--- config.mk ---
export PLATFORM = sky130hd
export DESIGN_NAME = v_rams_dp_pipe
export DESIGN_NICKNAME = d
export VERILOG_FILES = /design/src/rtl/v_rams_dp_pipe.sv
export SDC_FILE = /design/constraint.sdc
export NUM_CORES = 2
export LEC_CHECK = 0
export ABC_AREA = 1
export BUFFER_PORTS_ARGS = -buffer_cell sky130_fd_sc_hd__buf_2
export CAP_MARGIN = 30
export CORE_MARGIN = 2
export CORE_UTILIZATION = 30
export CTS_CLUSTER_DIAMETER = 60
export DETAILED_ROUTE_END_ITERATION = 8
export PLACE_DENSITY = 0.49
export SLEW_MARGIN = 10
export SYNTH_ARGS = -nofsm -noshare
export SYNTH_HDL_FRONTEND = slang
export SYNTH_SLANG_ARGS = --single-unit
--- constraint.sdc ---
create_clock -name clk -period 6 [get_ports clk]
set_input_delay 1.2 -clock clk [delete_from_list [all_inputs] [get_ports clk]]
set_output_delay 1.2 -clock clk [all_outputs]
set_load 0.005 [all_outputs]
--- src/rtl/v_rams_dp_pipe.sv ---
// ---------------------------------------------------------------------------
// v_rams_dp_pipe
//   Simple dual-port RAM (one read/write port A, one read-only port B) on a
//   single clock, with registered addresses, optional extra output register
//   and valid flags travelling alongside the read data.
//
// Parameters
//   DATA_W  : word width in bits (1..64)
//   ADDR_W  : address width, depth = 2**ADDR_W
//   WR_MODE : port A read-during-write, 0 write-first, 1 read-first,
//             2 no-change
//   OUT_REG : 1 adds an output register stage on both ports
//
// Ports
//   clk        : clock, all state updates on rising edge
//   rst        : asynchronous active-high reset (pipeline only, not the RAM)
//   ena, we    : port A enable / write enable (we qualified by ena)
//   a, di      : port A address / write data
//   enb, dpra  : port B read enable / read address
//   spo        : port A read data,  spo_valid : spo holds fresh data
//   dpo        : port B read data,  dpo_valid : dpo holds fresh data
// ---------------------------------------------------------------------------
module v_rams_dp_pipe #(
  parameter int DATA_W  = 16,
  parameter int ADDR_W  = 7,
  parameter int WR_MODE = 0,
  parameter int OUT_REG = 0
) (
  input  logic              clk,
  input  logic              rst,
  input  logic              ena,
  input  logic              we,
  input  logic [ADDR_W-1:0] a,
  input  logic [DATA_W-1:0] di,
  input  logic              enb,
  input  logic [ADDR_W-1:0] dpra,
  output logic [DATA_W-1:0] spo,
  output logic              spo_valid,
  output logic [DATA_W-1:0] dpo,
  output logic              dpo_valid
);

  localparam int DEPTH = 2 ** ADDR_W;

  logic [DATA_W-1:0] ram [DEPTH];

  // The RAM sits in an async-reset process with an empty reset branch so that
  // writes are suppressed for as long as rst is high while contents survive.
  always_ff @(posedge clk or posedge rst) begin
    if (rst) begin
    end else if (ena && we) begin
      ram[a] <= di;
    end
  end

  // -------------------------------------------------------------------------
  // Port A stage 1
  // -------------------------------------------------------------------------
  logic [ADDR_W-1:0] a_addr_d, a_addr_q;
  logic              a_vld1_d, a_vld1_q;
  logic              a_pre_sel_d, a_pre_sel_q;
  logic [DATA_W-1:0] a_pre_d, a_pre_q;
  logic [DATA_W-1:0] a_hold_d, a_hold_q;
  logic [DATA_W-1:0] a_rd1;

  always_comb begin
    a_addr_d    = a_addr_q;
    a_vld1_d    = 1'b0;
    a_pre_sel_d = a_pre_sel_q;
    a_pre_d     = a_pre_q;
    if (ena) begin
      a_addr_d    = a;
      // no-change mode suppresses the read of a writing access entirely
      a_vld1_d    = !(we && (WR_MODE == 2));
      // read-first needs the word as it was before this edge's write
      a_pre_sel_d = we && (WR_MODE == 1);
      if (we && (WR_MODE == 1)) begin
        a_pre_d = ram[a];
      end
    end
  end

  // Reading the array through the registered address naturally yields the
  // freshly written word, which gives write-first behaviour for free.
  always_comb begin
    if (a_vld1_q) begin
      a_rd1 = a_pre_sel_q ? a_pre_q : ram[a_addr_q];
    end else begin
      a_rd1 = a_hold_q;
    end
    a_hold_d = a_rd1;
  end

  always_ff @(posedge clk or posedge rst) begin
    if (rst) begin
      a_addr_q    <= '0;
      a_vld1_q    <= 1'b0;
      a_pre_sel_q <= 1'b0;
      a_pre_q     <= '0;
      a_hold_q    <= '0;
    end else begin
      a_addr_q    <= a_addr_d;
      a_vld1_q    <= a_vld1_d;
      a_pre_sel_q <= a_pre_sel_d;
      a_pre_q     <= a_pre_d;
      a_hold_q    <= a_hold_d;
    end
  end

  // -------------------------------------------------------------------------
  // Port B stage 1
  // -------------------------------------------------------------------------
  logic [ADDR_W-1:0] b_addr_d, b_addr_q;
  logic              b_vld1_d, b_vld1_q;
  logic [DATA_W-1:0] b_hold_d, b_hold_q;
  logic [DATA_W-1:0] b_rd1;

  always_comb begin
    b_addr_d = b_addr_q;
    b_vld1_d = 1'b0;
    if (enb) begin
      b_addr_d = dpra;
      b_vld1_d = 1'b1;
    end
  end

  // A same-cycle write to the same word is already in the array when the
  // registered address is looked up, so port B always sees the new data.
  always_comb begin
    b_rd1    = b_vld1_q ? ram[b_addr_q] : b_hold_q;
    b_hold_d = b_rd1;
  end

  always_ff @(posedge clk or posedge rst) begin
    if (rst) begin
      b_addr_q <= '0;
      b_vld1_q <= 1'b0;
      b_hold_q <= '0;
    end else begin
      b_addr_q <= b_addr_d;
      b_vld1_q <= b_vld1_d;
      b_hold_q <= b_hold_d;
    end
  end

  // -------------------------------------------------------------------------
  // Optional output register stage; loads only behind valid stage-1 data
  // -------------------------------------------------------------------------
  logic [DATA_W-1:0] spo_d, spo_q;
  logic              spo_vld_d, spo_vld_q;
  logic [DATA_W-1:0] dpo_d, dpo_q;
  logic              dpo_vld_d, dpo_vld_q;

  always_comb begin
    spo_d     = a_vld1_q ? a_rd1 : spo_q;
    spo_vld_d = a_vld1_q;
    dpo_d     = b_vld1_q ? b_rd1 : dpo_q;
    dpo_vld_d = b_vld1_q;
  end

  always_ff @(posedge clk or posedge rst) begin
    if (rst) begin
      spo_q     <= '0;
      spo_vld_q <= 1'b0;
      dpo_q     <= '0;
      dpo_vld_q <= 1'b0;
    end else begin
      spo_q     <= spo_d;
      spo_vld_q <= spo_vld_d;
      dpo_q     <= dpo_d;
      dpo_vld_q <= dpo_vld_d;
    end
  end

  assign spo       = (OUT_REG != 0) ? spo_q     : a_rd1;
  assign spo_valid = (OUT_REG != 0) ? spo_vld_q : a_vld1_q;
  assign dpo       = (OUT_REG != 0) ? dpo_q     : b_rd1;
  assign dpo_valid = (OUT_REG != 0) ? dpo_vld_q : b_vld1_q;

endmodule

==> impl_results.md <==
* Area grow syn2layout at 12.40%
* Data required, critical path at 4800 ps
* Final hold vios at 0
* Worst Slack Setup Final at 45.01 ps
* Placed insts at 15,610
* DRT Pass-1 Iters at 6
* Final wirelength at 428,800 um
* Num CTS Buffers at 229
* Row count at 216
* PwrDens at 306.9 nW/um^2
* Total GRT Usage at 0.2343
* Vias at 88,130
* Max-Cap Viols at 0
* I/O pin count at 69
* Post-synthesis net count at 11,530
* Vias in the first global route at 82,030
* DP Worst Slack at 975.3 ps
* Fin nets at 11,310
* Peak Freq at 167.9 MHz
* Warnings, synthesis at 0
* Worst-Skew Late Latency at 940 ps
* Setup TNS at 0 ps
* Placed cell areas at 110,200 sq um
* Sequential Power Share at 0.450
* Critical path capture point type: output port
* Initial DRC Count at 11,560
* Kind of critical path: reg2out
* Die width at 594.3 um
* RSZ-0062 raised after global routing: no
* CTS tree: yes
* First-pass GRT wire length at 610,400 um
* Crit path time final at 5955 ps
* P_int at 25,300 uW
* # setup viols final at 0
* Post-DP HPWL at 244,200 um
* Layout cells sized above 1 at 0.08074
* Final Slew Violations at 0
* Die H at 594.3 um
* Largest net degree at the start of global routing at 170
* Initial Util at 0.3017
* Initial antenna violation count at 14
* Clock Tree Root: clkbuf_16
* NetSw at 10,750 uW
* Worst-path fanout max at 103
* Clock power frac at 0.381
* Post-synthesis cell count at 11,500
* Routed vias/inst at 5.492
* Fin area at 117,500 sq um
* Sequential area share after synthesis at 0.5999
* Detailed-route DRC error count at 0
* Flop and latch count out of synthesis at 2,096
* Clock sink count at 2,096
* Clock skew at 71.23 ps
* Syn_area_per_cell at 9.090 sq um
* CORE AREA at 346,500 sq um
* Clock Path Buffers at 4
* P_leak at 0.04301 uW
* Worst setup SP type: register
* Port Buffer Count at 68
* Crit path arrival time at 4750 ps
* H-Tree Depth at 4
* VDD IR max at 259.4 uV
* Tcrit/Tclk final at 0.9925
* CTS clk-pin slew, worst paths at 60 ps
* Logic pwr share at 0.168
* Die area at 353,100 sq um
* Hold Crit Class: in2async
* Switching share of total power at 0.2983
* Final RePlAce weighted congestion at 0.8646
* Wire length per cell at 26.72 um
* Status: finished, final reports clean
* Slew @ Worst Pin at 1117 ps
* ANT nets after route at 0
* Syn Std Cell Area at 104,500 sq um
* Final non-filler cell total at 16,050
* Synth unique cells at 17
* Final Util at 0.3391
* Rel. slew slack at 0.2554
* GRT Residual Overflow at 0
-- synth_stat cells --
cell type,n,area share
nand2_1,4263,0.15
clkbuf_1,174,0.0062
buf_4,131,0.0094
buf_8,5,0.00072
nor3_1,8,0.00038
inv_4,3,0.00018
dfrtp_1,48,0.011
inv_1,26,0.00093
buf_6,41,0.0044
nor2_1,135,0.0048
inv_2,1,0.000036
edfxtp_1,2048,0.59
buf_2,471,0.023
nand3_1,4034,0.19
clkinv_1,4,0.00014
buf_1,92,0.0033
o21ai_0,14,0.00067
-- power groups by stage --
stage                     Sequential [uW]  Combinational (uW)  Clock, uW
after floorplan                     16500                3400          0
after global placement              16600                5910          0
after detailed placement            16600                5910          0
after CTS                           16200                5930      13900
after global routing                16200                6410      14400
final                               16200                6070      13700
-- layout make-up --
type	instances	area (sq um)
sequential	2096	62740
timing repair buffer	461	4577
clock buffer	288	6023
multi-input combinational	8454	37170
antenna	11	27.53
tap	4578	5728
clock inverter	123	982.2
timing repair inverter	1	8.758
fill	35190	229000
inverter	34	225.2
-- worst paths after layout --
check	from	to	slack (ps)	cells after the start
setup / recovery	a_addr_q[0]	spo[14]	50	13
hold / removal	rst	a_hold_q[5]	390	2
setup reg to reg	a_addr_q[0]	a_hold_q[14]	2180	12
hold reg to reg	a_hold_q[9]	a_hold_q[9]	470	2
max in group asynchronous	rst	b_addr_q[4]	4600	3
min in group clk	a_hold_q[9]	a_hold_q[9]	470	2
-- critical path, cell delays in order (launching register included) --
cell	delay [ps]
dfrtp_4	680
inv_16	450
buf_4	390
nand2_1	80
nand3_1	80
nand3_1	90
nand3_1	130
nand3_1	270
nand3_1	300
nand3_1	520
nand2_1	420
nand2_1	90
nand2_1	90
buf_2	110
-- sequential cells by signal, summed over array words and instances (netlist names) --
signal     cells
ram         2048
dpo_valid      1
spo_valid      1
b_addr_q       7
a_hold_q      16
b_hold_q      16
a_addr_q       7
-- timing repair --
item,4_1_cts,5_1_grt
buffers inserted,0,7
hold buffers,0,0
setup endpoints to repair,3,4
resized for setup,1,3
cloned,1,0
-- cell usage in the layout (no fill, tap or decap), types with 38 or more instances in the layout --
master	netlist	routed
buf_2	471	52
clkinv_2	0	38
edfxtp_1	2048	2048
nand2_1	4263	4255
buf_4	131	311
clkinv_1	4	58
nor2_2	0	124
buf_12	0	91
clkbuf_1	174	53
clkbuf_16	0	230
nand3_1	4034	4034
-- metrics by stage --
stage	total power, uW	hold slack (ps)
floorplan	19860	465.6
global placement	22470	457.8
detailed placement	22470	459.6
CTS	36120	351.0
global route	37090	393.6
finish	36060	392.1
-- logic make-up after synthesis --
logic type	Yosys count	share of synthesized area
and+or+nand+nor	8440	0.3515
DFF	2096	0.5999
buffers and inverters	948	0.04794
AOI/OAI and AO/OA	14	0.0006704
-- layer usage --
layer	part of all wire	GRT usage	vias up
li1	-	-	39560
met1	0.41	0.3142	43250
met2	0.46	0.3722	4474
met3	0.082	0.03311	848
met4	0.052	0.1127	0
met5	0	0	-
No activity file was read; power rests on OpenSTA's default activity.
